`config.mk`:
```
export PLATFORM = sky130hd
export DESIGN_NAME = muldiv
export DESIGN_NICKNAME = d
export VERILOG_FILES = /design/src/rtl/muldiv_pkg.sv /design/src/rtl/md_signfix.sv /design/src/rtl/muldiv.sv
export SDC_FILE = /design/constraint.sdc
export NUM_CORES = 1
export LEC_CHECK = 0
export BUFFER_PORTS_ARGS = -buffer_cell sky130_fd_sc_hd__buf_2
export CORE_MARGIN = 2
export CORE_UTILIZATION = 45
export DETAILED_ROUTE_END_ITERATION = 8
export REMOVE_ABC_BUFFERS = 1
export SLEW_MARGIN = 10
export SYNTH_ARGS = -nofsm -noshare
export SYNTH_HDL_FRONTEND = slang
export SYNTH_SLANG_ARGS = --single-unit
```
`constraint.sdc`:
```
create_clock -name clk -period 12.51 [get_ports clk]
set_input_delay 2.502 -clock clk [delete_from_list [all_inputs] [get_ports clk]]
set_output_delay 2.502 -clock clk [all_outputs]
set_load 0.02 [all_outputs]
```
`src/rtl/muldiv_pkg.sv`:
```
// Shared opcodes, state encoding and helpers for the RV32M multiply/divide unit.
package muldiv_pkg;

  localparam int MD_OP_WIDTH = 3;

  localparam logic [MD_OP_WIDTH-1:0] MD_MUL    = 3'd0;
  localparam logic [MD_OP_WIDTH-1:0] MD_MULH   = 3'd1;
  localparam logic [MD_OP_WIDTH-1:0] MD_MULHSU = 3'd2;
  localparam logic [MD_OP_WIDTH-1:0] MD_MULHU  = 3'd3;
  localparam logic [MD_OP_WIDTH-1:0] MD_DIV    = 3'd4;
  localparam logic [MD_OP_WIDTH-1:0] MD_DIVU   = 3'd5;
  localparam logic [MD_OP_WIDTH-1:0] MD_REM    = 3'd6;
  localparam logic [MD_OP_WIDTH-1:0] MD_REMU   = 3'd7;

  typedef enum logic [1:0] {
    MD_IDLE = 2'd0,
    MD_CALC = 2'd1,
    MD_DONE = 2'd2
  } md_state_t;

  // funct3[2] separates the divide family from the multiply family
  function automatic logic md_is_div(input logic [MD_OP_WIDTH-1:0] op);
    return op[2];
  endfunction

endpackage

```
`src/rtl/md_signfix.sv`:
```
// Conditional two's-complement negation, used for operand magnitudes and result sign fix-up.
module md_signfix #(
  parameter int WIDTH = 32
) (
  input  logic [WIDTH-1:0] value,
  input  logic             negate,
  output logic [WIDTH-1:0] result
);

  assign result = negate ? (~value + WIDTH'(1)) : value;

endmodule

```
`src/rtl/muldiv.sv`:
```
// Multi-cycle RV32M multiply/divide: one shift-add or restoring-divide step per cycle,
// unsigned core with sign handling on the way in and on the way out.
module muldiv
  import muldiv_pkg::*;
#(
  parameter int CPU_WIDTH = 32
) (
  input  logic                   clk,
  input  logic                   rst,
  input  logic                   md_start,
  input  logic [MD_OP_WIDTH-1:0] md_op,
  input  logic [CPU_WIDTH-1:0]   md_src1,
  input  logic [CPU_WIDTH-1:0]   md_src2,
  input  logic                   md_flush,
  output logic                   md_busy,
  output logic                   md_done,
  output logic [CPU_WIDTH-1:0]   md_res
);

  localparam int CNT_W = $clog2(CPU_WIDTH);
  localparam int W2    = 2 * CPU_WIDTH;

  md_state_t              state;
  logic [MD_OP_WIDTH-1:0] op_q;
  logic                   neg_q;
  logic [CPU_WIDTH-1:0]   divisor_q;
  logic [W2-1:0]          acc_q;
  logic [W2-1:0]          acc_next;
  logic [CNT_W-1:0]       cnt;

  logic                   src1_signed, src2_signed;
  logic                   src1_neg, src2_neg, res_neg;
  logic [CPU_WIDTH-1:0]   src1_mag, src2_mag;
  logic                   div_by_zero, div_ovf;
  logic [CPU_WIDTH-1:0]   special_res;
  logic [CPU_WIDTH:0]     add_sum, trial;
  logic [W2-1:0]          fix_in, fix_out;
  logic [CPU_WIDTH-1:0]   res_final;

  assign src1_signed = !(md_op == MD_MULHU || md_op == MD_DIVU || md_op == MD_REMU);
  assign src2_signed = (md_op == MD_MUL || md_op == MD_MULH || md_op == MD_DIV || md_op == MD_REM);
  assign src1_neg    = src1_signed & md_src1[CPU_WIDTH-1];
  assign src2_neg    = src2_signed & md_src2[CPU_WIDTH-1];
  // Remainder follows the dividend; products and quotients follow the sign product
  assign res_neg     = (md_op == MD_REM || md_op == MD_REMU) ? src1_neg : (src1_neg ^ src2_neg);

  md_signfix #(.WIDTH(CPU_WIDTH)) u_fix_src1 (.value(md_src1), .negate(src1_neg), .result(src1_mag));
  md_signfix #(.WIDTH(CPU_WIDTH)) u_fix_src2 (.value(md_src2), .negate(src2_neg), .result(src2_mag));

  assign div_by_zero = md_is_div(md_op) && (md_src2 == '0);
  assign div_ovf     = (md_op == MD_DIV || md_op == MD_REM) &&
                       (md_src1 == {1'b1, {(CPU_WIDTH-1){1'b0}}}) && (md_src2 == '1);
  assign special_res = div_by_zero ? (md_op[1] ? md_src1 : '1)
                                   : (md_op[1] ? '0 : {1'b1, {(CPU_WIDTH-1){1'b0}}});

  // acc holds {hi, multiplier} for multiply and {remainder, quotient} for divide
  always_comb begin
    add_sum  = '0;
    trial    = '0;
    acc_next = acc_q;
    if (!md_is_div(op_q)) begin
      add_sum  = {1'b0, acc_q[W2-1:CPU_WIDTH]} + (acc_q[0] ? {1'b0, divisor_q} : '0);
      acc_next = {add_sum, acc_q[CPU_WIDTH-1:1]};
    end else begin
      trial = acc_q[W2-1:CPU_WIDTH-1] - {1'b0, divisor_q};
      if (!trial[CPU_WIDTH])
        acc_next = {trial[CPU_WIDTH-1:0], acc_q[CPU_WIDTH-2:0], 1'b1};
      else
        acc_next = {acc_q[W2-2:0], 1'b0};
    end
  end

  assign fix_in = md_is_div(op_q)
                ? {{CPU_WIDTH{1'b0}}, (op_q[1] ? acc_next[W2-1:CPU_WIDTH] : acc_next[CPU_WIDTH-1:0])}
                : acc_next;

  md_signfix #(.WIDTH(W2)) u_fix_res (.value(fix_in), .negate(neg_q), .result(fix_out));

  assign res_final = (op_q == MD_MUL || md_is_div(op_q)) ? fix_out[CPU_WIDTH-1:0]
                                                         : fix_out[W2-1:CPU_WIDTH];

  // Flush outranks everything but reset, and never produces a done pulse
  always_ff @(posedge clk) begin
    if (rst) begin
      state     <= MD_IDLE;
      md_busy   <= 1'b0;
      md_done   <= 1'b0;
      md_res    <= '0;
      cnt       <= '0;
      acc_q     <= '0;
      op_q      <= '0;
      neg_q     <= 1'b0;
      divisor_q <= '0;
    end else if (md_flush) begin
      state   <= MD_IDLE;
      md_busy <= 1'b0;
      md_done <= 1'b0;
      cnt     <= '0;
    end else begin
      unique case (state)
        MD_IDLE: begin
          md_done <= 1'b0;
          if (md_start) begin
            op_q    <= md_op;
            neg_q   <= res_neg;
            cnt     <= '0;
            md_busy <= 1'b1;
            if (div_by_zero || div_ovf) begin
              md_res  <= special_res;
              md_done <= 1'b1;
              state   <= MD_DONE;
            end else begin
              divisor_q <= src2_mag;
              acc_q     <= {{CPU_WIDTH{1'b0}}, src1_mag};
              state     <= MD_CALC;
            end
          end
        end
        MD_CALC: begin
          acc_q <= acc_next;
          cnt   <= cnt + CNT_W'(1);
          if (cnt == CNT_W'(CPU_WIDTH - 1)) begin
            md_res  <= res_final;
            md_done <= 1'b1;
            state   <= MD_DONE;
          end
        end
        MD_DONE: begin
          md_done <= 1'b0;
          md_busy <= 1'b0;
          state   <= MD_IDLE;
        end
        default: begin
          md_done <= 1'b0;
          md_busy <= 1'b0;
          state   <= MD_IDLE;
        end
      endcase
    end
  end

endmodule

```
==> PnR_summary.wiki, run 1 <==
{| class="wikitable"
! Metric !! Value
|-
| Number of synthesized register bits || approximately 140
|-
| Primary flip-flop cell chosen by synthesis mapping || sky130_fd_sc_hd__dfxtp_1
|-
| Total routed wire length on the met1 layer || approximately 28000 um
|-
| CTS Hold Buffers Added || 0
|-
| Clock skew || a little under 10 ps
|-
| Number of warnings printed during yosys synthesis || 0
|-
| Global placement routability congestion || about 1.0
|-
| Fill cell count || 3534
|-
| Max Freq || around 150 MHz
|-
| Total clock buffers created by CTS || 17
|-
| Fraction of post-synthesis cell area in the top cell type by area || between 10% and 20%
|-
| Nature of the critical path startpoint || flip-flop
|-
| Crit path required time || 12880 ps
|-
| First-pass GRT wire length || 95800 um
|-
| Most Frequent Cell on Critical Path || sky130_fd_sc_hd__a21oi_1
|-
| Dominant cell type by area after synthesis || sky130_fd_sc_hd__dfxtp_1
|-
| Post-synthesis area per instance || between 6 and 7 sq um
|-
| Remaining design rule violation count || 0
|-
| Final cycle utilization of the critical path || between 50% and 60%
|-
| Clock tree from TritonCTS || yes
|-
| Root buf cell || sky130_fd_sc_hd__clkbuf_16
|-
| Area of the mapped netlist || approximately 16000 sq um
|-
| Final period demand of the worst path || 6760 ps
|-
| Largest incremental delay on the critical path || around 910 ps
|-
| Most frequent cell after synthesis || sky130_fd_sc_hd__nor2_1
|-
| Setup Buffers After CTS || 0
|-
| Clock latency on the worst-skew pair || 460 ps
|-
| Critical Setup Path Class || reg2reg
|-
| Routed wire length on met2 || roughly 28000 um
|-
| Initial standard-cell utilization of the core || between 40 and 50%
|-
| Worst-case register-to-register setup slack || roughly 5800 ps
|-
| DP Cell Count || 2678
|-
| Number of antenna violations at the first check in global routing || 1
|-
| Metal3 WL || between 4000 and 5000 um
|-
| FP Rows || 68
|-
| Highest fanout seen on the critical path || 20
|-
| Via Count || 17400
|-
| Final nets || 2385
|-
| Detailed router's first-iteration violation count || approximately 1900
|-
| Unrepaired setup endpoints after global routing || no
|-
| Pwr Density || approximately 88 nW/um^2
|-
| Number of global-route vias before repair || about 16000
|-
| Leading post-synthesis cells by cell area || sky130_fd_sc_hd__dfxtp_1 (18%), sky130_fd_sc_hd__nor2_1 (8.2%), sky130_fd_sc_hd__a21oi_1 (6.7%), sky130_fd_sc_hd__ha_1 (5.6%), sky130_fd_sc_hd__nand2_1 (4.5%)
|-
| IR drop worst, VDD || between 0.0001 and 0.00015 V
|-
| Vertical die dimension || ~190 um
|-
| Part of the Yosys area used for sequential elements || around 18%
|-
| Width of the die || 190 um
|-
| Number of max-slew violations in the final report || 0
|-
| Endpoint type of the worst setup path || flip-flop
|-
| Post-detailed-placement half-perimeter wirelength || approximately 48000 um
|-
| Non-Filler Instances || around 2700
|-
| Data arrival time of the worst path || 7120 ps
|-
| Global Route Usage Sum || 34.5%
|-
| Post-CTS sizing || 0
|-
| Distinct cell type count of the synthesized netlist || approximately 100
|-
| Layout overhead on the synthesized area || 8.62%
|-
| Setup-violating endpoint count in the final report || 0
|-
| Pleak || about 6.6 nW
|-
| Placement-stage cell area || around 16000 sq um
|-
| Total Die Area || approximately 36000 sq um
|-
| Per-cell via count in the routed design || about 6.4
|-
| Clock Tree Buf Depth || 2
|-
| Actual transition at the worst max-transition pin || around 1100 ps
|-
| Area taken by multi-input logic gates || approximately 12000 sq um
|-
| # diodes || 0
|-
| Top cells by count, synth || sky130_fd_sc_hd__nor2_1 (341), sky130_fd_sc_hd__a21oi_1 (207), sky130_fd_sc_hd__nand2_1 (186), sky130_fd_sc_hd__dfxtp_1 (141), sky130_fd_sc_hd__o21ai_0 (136)
|-
| Clock Sink Count || between 100 and 150
|-
| Highest Signal Layer || met4
|-
| Iteration count of the initial detailed-routing pass || 7
|-
| Worst slew margin || a little under 30%
|-
| Number of I/O pins || 105
|-
| Share of layout cells above drive strength 1 || between 10% and 20%
|-
| Synthesized instance count || between 2000 and 2500
|-
| Max-cap violation count || 0
|-
| Number of buffers added on ports || between 100 and 150
|-
| Worst hold-check path type || reg2reg
|-
| Fin. Hold Viols || 0
|-
| Number of synthesized flops with an enable pin || 0
|-
| Chain of cells forming the critical path || ha_1, a21oi_1, o21ai_1, a22oi_2, and3_1, nand3_2, nand2_1, a21oi_1, o31ai_1, nand4b_1, or2_0, nor3b_1, mux2_2, nor4_1
|-
| Worst-path clk slew || 60 ps
|-
| Final setup TNS || 0 ps
|-
| Clock H-tree levels || 4
|-
| Area occupied by registers || 2830 sq um
|-
| Share of flip-flops with an asynchronous set or reset || 0%
|-
| Area of the core region || between 30000 and 40000 sq um
|-
| Routed len/inst || 23.2 um
|-
| Non-Filler Cell Area, Final || about 17000 sq um
|-
| Outcome || complete, no violations
|-
| Remaining global-route overflow || 0
|-
| Largest net degree at the start of global routing || 75
|-
| Remaining antenna violation count after routing || 0
|-
| Slowest CP cell || sky130_fd_sc_hd__nand4b_1
|-
| Detailed Route WL || between 60000 and 70000 um
|}
## routing by layer
layer	global-route usage, %	vias to the layer above
li1	-	8226
met1	46.2	8233
met2	53.7	776
met3	6.14	155
met4	16.0	0
met5	0	-
## registers in the layout, indices dropped and copies added (netlist names)
name / count
acc_q: 64
cnt: 5
divisor_q: 32
md_busy: 1
md_done: 1
md_res: 32
neg_q: 1
op_q: 3
state: 2
## per-stage QoR
stage               setup WS, ps  hold slack, ps  power [mW]  utilization [%]
global placement            5710             475       0.924             47.5
detailed placement          5610             481       0.925             47.5
floorplan                   4380             448       0.771                -
global route                5470             519        1.56             49.3
CTS                         6040             493        1.49             49.3
finish                      5750             491        1.49             49.3
## power by group
| group | leakage (nW) | switching (mW) | internal, mW |
|---|---|---|---|
| sequential | 1.15 | 0.0162 | 0.465 |
| combinational | 5.16 | 0.304 | 0.144 |
| clock | 0.308 | 0.223 | 0.341 |
## layout make-up
class	instances	area share, %
clock buffer	19	2.68
clock inverter	13	1.01
multi-input combinational	1887	70.5
timing repair buffer	130	4.25
tap	455	3.37
sequential	141	16.7
inverter	65	1.44
## worst paths after layout
check | startpoint | end | depth (start not counted)
hold / removal | md_res[5]$_SDFFE_PP0P_ | md_res[5]$_SDFFE_PP0P_ | 2
hold reg to reg | md_res[5]$_SDFFE_PP0P_ | md_res[5]$_SDFFE_PP0P_ | 2
setup / recovery | acc_q[50]$_SDFFE_PP0P_ | md_res[27]$_SDFFE_PP0P_ | 14
setup reg to reg | acc_q[50]$_SDFFE_PP0P_ | md_res[27]$_SDFFE_PP0P_ | 14
## cells by family (layout without fill, tap and decap cells)
logic type	Yosys count	in the layout	share of synthesized area (%)
adder cells (fa/ha/maj)	72	72	5.88
AND/OR/NAND/NOR	888	888	27.4
multiplexers	77	77	5.17
AO/OA/AOI/OAI	728	728	31.1
XOR/XNOR	122	122	6.86
flip-flops	141	141	18.1
buffers and inverters	211	227	5.47
## critical path: cells and delay by family, from the launching register on
family	cells	cell delay, ps
flip-flops	1	480
adder cells (fa/ha/maj)	1	350
AO/OA/AOI/OAI	5	1720
multiplexers	1	360
AND/OR/NAND/NOR	7	3730
## cell usage in the layout, fill, tap and decap left out, types with 65 or more instances in the layout
cell type and n:
sky130_fd_sc_hd__nor2_1 338, sky130_fd_sc_hd__a21oi_1 207, sky130_fd_sc_hd__nand2_1 186, sky130_fd_sc_hd__dfxtp_1 139
sky130_fd_sc_hd__o21ai_0 135, sky130_fd_sc_hd__buf_2 103, sky130_fd_sc_hd__a211oi_1 86, sky130_fd_sc_hd__nor3_1 74
sky130_fd_sc_hd__ha_1 70, sky130_fd_sc_hd__xnor2_1 65
Note: power is estimated with default switching activity, not from simulation.
==> run 2, diff against run 1 <==
Clock period 12.51 ns to 6.2 ns, I/O delays scaled along.
==> run 2 against run 1 <==
Non-clock buffer count grew 32. Combinational power grew 110%. Critical endpoint is now md_res[31]$_SDFFE_PP0P_. First-iteration DRC count grew 12%. Sequential cell count did not move. Clock power grew 76%. Clock skew shrank 1.0 ps. Hold slack barely moved. Global-route usage increased by 0.68 points. Sequential share of layout area decreased by 0.17 points. Critical path depth rose by 3. Via count rose by 0.40%.
==> PnR_summary.wiki, run 2 (synthesis gave the netlist of run 1 again) <==
{| class="wikitable"
! Metric !! Value
|-
| Startpoint of the most critical register-to-register path || acc_q[0]$_SDFFE_PP0P_
|-
| Clock Tree Buf Depth || 2
|-
| Routed len/inst || around 23 um
|-
| Leading cell type in the layout, fill and taps excluded || sky130_fd_sc_hd__nor2_1
|-
| Layout overhead on the synthesized area || 9.71%
|-
| Number of global-route vias before repair || approximately 16000
|-
| Number of antenna violations at the first check in global routing || 0
|-
| First-pass GRT wire length || a little under 100000 um
|-
| Detailed router's first-iteration violation count || around 2100
|-
| Depth of the most critical reg-to-reg path || 17
|-
| Actual transition at the worst max-transition pin || roughly 1200 ps
|-
| Root buf cell || sky130_fd_sc_hd__clkbuf_16
|-
| Final period demand of the worst path || a little under 6000 ps
|-
| Fin. Hold Viols || 0
|-
| Clock Sink Count || 141
|-
| Worst-case register-to-register setup slack || roughly 390 ps
|-
| Largest register by flop count || acc_q
|-
| Outcome || complete, no violations
|-
| Final nets || approximately 2400
|-
| Unrepaired setup endpoints after global routing || no
|-
| IR drop worst, VDD || roughly 0.00020 V
|-
| Register share of total power || 33.7%
|-
| Worst-path clk slew || roughly 60 ps
|-
| Iteration count of the initial detailed-routing pass || 5
|-
| Global placement routability congestion || roughly 1.0
|-
| Worst hold path stage count || 2
|-
| Share of total power consumed by net switching || a little under two fifths
|-
| Number of I/O pins || ~110
|-
| Clock tree from TritonCTS || yes
|-
| Most frequent cells in the layout || sky130_fd_sc_hd__nor2_1 (338), sky130_fd_sc_hd__a21oi_1 (207), sky130_fd_sc_hd__nand2_1 (186), sky130_fd_sc_hd__dfxtp_1 (139), sky130_fd_sc_hd__o21ai_0 (135)
|-
| Crit path required time || 6570 ps
|-
| Area of the core region || approximately 34000 sq um
|-
| Detailed Route WL || 64200 um
|-
| Total stage count of the critical path || 17
|-
| Width of the die || ~190 um
|-
| CTS Hold Buffers Added || 0
|-
| Psw || around 1.1 mW
|-
| Largest net degree at the start of global routing || 64
|-
| Via Count || ~17000
|-
| Critical Setup Path Class || reg2reg
|-
| Pwr Density || approximately 170 nW/um^2
|-
| Comb power frac || between 30% and 40%
|-
| Global Route Usage Sum || 35.2%
|-
| Remaining global-route overflow || 0
|-
| Setup Buffers After CTS || 0
|-
| Data arrival time of the worst path || slightly above 6000 ps
|-
| Post-detailed-placement half-perimeter wirelength || about 50000 um
|-
| Delay-heaviest family, CP || simple AND/OR/NAND/NOR gates
|-
| Final cycle utilization of the critical path || a little over nine tenths
|-
| Max-cap violation count || 0
|-
| Worst slew margin || a little under a fifth
|-
| Slowest CP cell || sky130_fd_sc_hd__mux2i_1
|-
| Endpoint type of the worst setup path || flip-flop
|-
| Initial standard-cell utilization of the core || a little under half
|-
| Highest fanout seen on the critical path || 28
|-
| Total Die Area || between 30000 and 40000 sq um
|-
| Clock H-tree levels || 4
|-
| Clock latency on the worst-skew pair || 450 ps
|-
| Vertical die dimension || about 190 um
|-
| Total Power Consumption || between 2 and 3 mW
|-
| Sink of the worst hold path || md_res[10]$_SDFFE_PP0P_
|-
| Number of max-slew violations in the final report || 0
|-
| Number of buffers added on ports || about 100
|-
| Internal Dissipation || 1.81 mW
|-
| Clock power share || about a third
|-
| Post-CTS sizing || 0
|-
| Remaining design rule violation count || 0
|-
| Worst hold-check path type || reg2reg
|-
| Clock skew || between 8 and 9 ps
|-
| Finished Core Util || approximately 50%
|-
| FP Rows || 68
|-
| Pleak || 6.73 nW
|-
| Nature of the critical path startpoint || flip-flop
|-
| Per-cell via count in the routed design || between 6 and 7
|-
| Max Freq || between 150 and 200 MHz
|-
| Registers with the most flip-flops || acc_q (64), divisor_q (32), md_res (32)
|-
| Share of layout cells above drive strength 1 || approximately an eighth
|-
| Setup-violating endpoint count in the final report || 0
|-
| Crit path buffers/inverters || 2
|-
| # diodes || 0
|-
| Remaining antenna violation count after routing || 0
|-
| Worst reg2reg path endpoint || md_res[31]$_SDFFE_PP0P_
|-
| Number of flip-flops in the largest register || 64
|-
| Largest incremental delay on the critical path || roughly 640 ps
|-
| Chain of cells forming the critical path || buf_4, and2_1, ha_1, nand4_1, o211ai_1, a21oi_1, buf_4, a21oi_1, or4_1, a31oi_1, mux2i_1, nand3_1, or3_1, nor4_1, nor3b_1, mux2_1, a31oi_1
|-
| Hold path start || md_res[10]$_SDFFE_PP0P_
|-
| Total clock buffers created by CTS || 17
|}
-- run 2: cell count changes in the layout (fill, tap and decap cells not counted), sizes merged --
cell / before / now
buf: 130 / 162
bufinv: 4 / 0
clkbuf: 19 / 27
clkinv: 8 / 2
clkinvlp: 2 / 0
-- run 2: worst max-delay path by stage --
stage / from / to / slack (ps)
after global placement: acc_q[0]$_SDFFE_PP0P_ / md_res[31]$_SDFFE_PP0P_ / 620
final: acc_q[0]$_SDFFE_PP0P_ / md_res[31]$_SDFFE_PP0P_ / 390
after global routing: acc_q[0]$_SDFFE_PP0P_ / md_res[31]$_SDFFE_PP0P_ / 190
after CTS: acc_q[0]$_SDFFE_PP0P_ / md_res[31]$_SDFFE_PP0P_ / 530
after floorplan: md_src1[0] / acc_q[35]$_SDFFE_PP0P_ / -670
after detailed placement: acc_q[0]$_SDFFE_PP0P_ / md_res[31]$_SDFFE_PP0P_ / 590
-- run 2: per-stage QoR --
step	hold slack, ps	std cells	worst slack (ps)	setup TNS [ps]	instance area (sq um)
floorplan	448	2093	-670	-37990	15000
global placement	477	2710	624	0	16500
detailed placement	482	2710	590	0	16500
CTS	495	2738	527	0	17100
global route	518	2738	191	0	17100
finish	490	2738	388	0	17100
-- run 2: final cells by class --
cell class | instances | area (sq um)
Fill cell | 3579 | 17200
Multi-Input combinational cell | 1887 | 11900
Tap cell | 455 | 569
Inverter | 65 | 244
Clock buffer | 27 | 523
Clock inverter | 1 | 5.00
Sequential cell | 141 | 2830
Timing Repair Buffer | 162 | 983
-- run 2: worst reg2reg max path, cell delays in order, from the launching register on --
cell and delay (ps):
sky130_fd_sc_hd__dfxtp_1 530, sky130_fd_sc_hd__buf_4 370, sky130_fd_sc_hd__and2_1 210, sky130_fd_sc_hd__ha_1 330
sky130_fd_sc_hd__nand4_1 260, sky130_fd_sc_hd__o211ai_1 160, sky130_fd_sc_hd__a21oi_1 140, sky130_fd_sc_hd__buf_4 160
sky130_fd_sc_hd__a21oi_1 150, sky130_fd_sc_hd__or4_1 590, sky130_fd_sc_hd__a31oi_1 280, sky130_fd_sc_hd__mux2i_1 640
sky130_fd_sc_hd__nand3_1 200, sky130_fd_sc_hd__or3_1 440, sky130_fd_sc_hd__nor4_1 480, sky130_fd_sc_hd__nor3b_1 280
sky130_fd_sc_hd__mux2_1 340, sky130_fd_sc_hd__a31oi_1 170
-- run 2: power groups by stage --
| stage | Sequential [mW] | Combinational (mW) | Clock (mW) |
|---|---|---|---|
| 4_1_cts | 0.974 | 0.899 | 0.998 |
| 3_3_place_gp | 0.992 | 0.892 | 0 |
| 2_1_floorplan | 0.989 | 0.567 | 0 |
| 6_report | 0.974 | 0.922 | 0.993 |
| 5_1_grt | 0.978 | 0.991 | 1.03 |
| 3_5_place_dp | 0.994 | 0.894 | 0 |
-- run 2: routing by layer --
| metal | wire length (um) | vias up | track usage [%] |
|---|---|---|---|
| li1 | - | 8264 | - |
| met1 | 27800 | 8308 | 46.9 |
| met2 | 28700 | 755 | 55.9 |
| met3 | 4970 | 133 | 6.55 |
| met4 | 2660 | 0 | 14.0 |
| met5 | 0 | - | 0 |
==> run 3, diff against run 2 <==
Settings changed: CTS_BUF_LIST set to sky130_fd_sc_hd__clkbuf_8.
==> run 3 against run 2 <==
Clock-buffer cell count decreased by 4. Largest cell class unchanged. Die area unchanged. Highest routed layer unchanged. Via count increased by 0.21%. Clock power decreased by 28%. Sequential power about the same. Critical path type unchanged.
==> PnR_summary.wiki, run 3 (synthesis gave the netlist of run 1 again) <==
{| class="wikitable"
! Metric !! Value
|-
| Outcome || complete, no violations
|-
| Per-cell via count in the routed design || roughly 6.4
|-
| Startpoint of the most critical register-to-register path || acc_q[0]$_SDFFE_PP0P_
|-
| Clock Sink Count || about 140
|-
| Number of antenna violations at the first check in global routing || 0
|-
| Global placement routability congestion || a little over 1
|-
| Final setup TNS || 0 ps
|-
| Iteration count of the initial detailed-routing pass || 5
|-
| Detailed Route WL || between 60000 and 70000 um
|-
| Endpoint type of the worst setup path || flip-flop
|-
| Worst-case register-to-register setup slack || 370 ps
|-
| Initial standard-cell utilization of the core || a little under half
|-
| First-pass GRT wire length || 97000 um
|-
| Remaining antenna violation count after routing || 0
|-
| Vertical die dimension || 190 um
|-
| Post-detailed-placement half-perimeter wirelength || approximately 50000 um
|-
| Final nets || roughly 2400
|-
| Worst slew margin || between 10% and 20%
|-
| Total Die Area || approximately 36000 sq um
|-
| Remaining design rule violation count || 0
|-
| Nature of the critical path startpoint || flip-flop
|-
| Actual transition at the worst max-transition pin || about 1200 ps
|-
| Number of I/O pins || roughly 110
|-
| FP Rows || between 60 and 70
|-
| Width of the die || 190 um
|-
| Fill cell count || between 3000 and 4000
|-
| Fin. Hold Viols || 0
|-
| Clock tree from TritonCTS || yes
|-
| Clock latency on the worst-skew pair || ~500 ps
|-
| Depth of the most critical reg-to-reg path || 17
|-
| Post-CTS sizing || 0
|-
| Detailed router's first-iteration violation count || ~2000
|-
| Routed len/inst || between 20 and 25 um
|-
| Remaining global-route overflow || 0
|-
| Unrepaired setup endpoints after global routing || no
|-
| Worst reg2reg path endpoint || md_res[31]$_SDFFE_PP0P_
|-
| IR drop worst, VDD || approximately 0.00013 V
|-
| Capture point of the worst path || md_res[31]$_SDFFE_PP0P_
|-
| Total clock buffers created by CTS || 17
|-
| Number of max-slew violations in the final report || 0
|-
| Largest register by flop count || acc_q
|-
| Final cycle utilization of the critical path || between 90% and 100%
|-
| Clock Tree Buf Depth || 2
|-
| Clock H-tree levels || 4
|-
| Pleak || ~6.7 nW
|-
| Placement-stage cell area || ~17000 sq um
|-
| Number of flip-flops in the largest register || 64
|-
| Crit path required time || approximately 6600 ps
|-
| Via Count || between 15000 and 20000
|-
| Layout overhead on the synthesized area || 8.48%
|-
| Largest net degree at the start of global routing || between 60 and 70
|-
| Number of buffers added on ports || ~100
|-
| Root buf cell || sky130_fd_sc_hd__clkbuf_8
|-
| Worst-path clk slew || approximately 80 ps
|-
| Most frequent cells in the layout || sky130_fd_sc_hd__nor2_1 (338), sky130_fd_sc_hd__a21oi_1 (207), sky130_fd_sc_hd__nand2_1 (186), sky130_fd_sc_hd__dfxtp_1 (139), sky130_fd_sc_hd__o21ai_0 (135)
|-
| Setup-violating endpoint count in the final report || 0
|-
| Start point of the critical path || acc_q[0]$_SDFFE_PP0P_
|-
| Global Route Usage Sum || roughly a third
|-
| Critical Setup Path Class || reg2reg
|-
| Highest fanout seen on the critical path || 28
|-
| Final period demand of the worst path || a little under 6000 ps
|-
| Area of the core region || between 30000 and 40000 sq um
|-
| Worst hold-check path type || reg2reg
|-
| Non-Filler Cell Area, Final || between 15000 and 20000 sq um
|-
| Share of layout cells above drive strength 1 || 12.2%
|-
| Setup Buffers After CTS || 0
|-
| Max-cap violation count || 0
|-
| Number of global-route vias before repair || roughly 16000
|-
| Clock skew || about 17 ps
|-
| CTS Hold Buffers Added || 0
|-
| Max Freq || 171 MHz
|-
| Registers with the most flip-flops || acc_q (64), divisor_q (32), md_res (32)
|-
| # diodes || 0
|-
| Pwr Density || 154 nW/um^2
|-
| Leading cell type in the layout, fill and taps excluded || sky130_fd_sc_hd__nor2_1
|-
| Worst hold slack after final layout || just under 500 ps
|-
| Data arrival time of the worst path || ~6300 ps
|}
## run 3: cell types whose count changed in the layout (fill, tap and decap cells not counted)
cell / previous run / this run
sky130_fd_sc_hd__clkbuf_1: 4 / 0
sky130_fd_sc_hd__clkbuf_8: 6 / 23
sky130_fd_sc_hd__inv_1: 64 / 68
sky130_fd_sc_hd__clkbuf_16: 17 / 0
## run 3: worst min path at each step
stage	startpoint	to	slack, ps	cells after the start
3_5_place_dp	md_res[10]$_SDFFE_PP0P_	md_res[10]$_SDFFE_PP0P_	480	2
3_3_place_gp	md_res[0]$_SDFFE_PP0P_	md_res[0]$_SDFFE_PP0P_	480	2
6_report	md_res[10]$_SDFFE_PP0P_	md_res[10]$_SDFFE_PP0P_	490	2
2_1_floorplan	divisor_q[31]$_SDFFE_PP0P_	divisor_q[31]$_SDFFE_PP0P_	450	2
4_1_cts	md_res[10]$_SDFFE_PP0P_	md_res[10]$_SDFFE_PP0P_	500	2
5_1_grt	md_res[0]$_SDFFE_PP0P_	md_res[0]$_SDFFE_PP0P_	520	2
## run 3: critical path: stages (launching register included)
cell and delay [ps]:
sky130_fd_sc_hd__dfxtp_1 530, sky130_fd_sc_hd__buf_4 370, sky130_fd_sc_hd__and2_1 200, sky130_fd_sc_hd__ha_1 330, sky130_fd_sc_hd__nand4_1 260, sky130_fd_sc_hd__o211ai_1 160, sky130_fd_sc_hd__a21oi_1 140, sky130_fd_sc_hd__buf_4 160
sky130_fd_sc_hd__a21oi_1 160, sky130_fd_sc_hd__or4_1 580, sky130_fd_sc_hd__a31oi_1 270, sky130_fd_sc_hd__mux2i_1 640, sky130_fd_sc_hd__nand3_1 200, sky130_fd_sc_hd__or3_1 450, sky130_fd_sc_hd__nor4_1 480, sky130_fd_sc_hd__nor3b_1 280
sky130_fd_sc_hd__mux2_1 340, sky130_fd_sc_hd__a31oi_1 170
## run 3: per-layer routing
metal,track usage [%],vias up,part of all wire [%]
li1,-,8265,-
met1,46.9,8322,44
met2,55.6,777,44
met3,6.79,132,7.6
met4,14.3,0,4.3
met5,0,-,0
## run 3: final cells by class
type | count | area (sq um) | area share (%)
multi-input combinational | 1887 | 11900 | 70.6
timing repair buffer | 162 | 983 | 5.82
clock buffer | 23 | 317 | 1.87
tap | 455 | 569 | 3.37
clock inverter | 5 | 20.0 | 0.119
sequential | 141 | 2830 | 16.7
inverter | 65 | 244 | 1.44
## run 3: power by group
part	leakage (nW)	internal, mW	switching [mW]
registers	1.15	0.936	0.0362
logic	5.32	0.308	0.616
clock network	0.191	0.326	0.387
total	6.66	1.57	1.04
## run 3: metrics by stage
step	worst slack, ps	utilization [%]	instances	power [mW]
final	369	49.2	2738	2.61
after global placement	624	48.3	2710	1.88
after floorplan	-670	-	2093	1.56
after global routing	185	49.2	2738	2.73
after CTS	523	49.2	2738	2.59
after detailed placement	590	48.3	2710	1.89
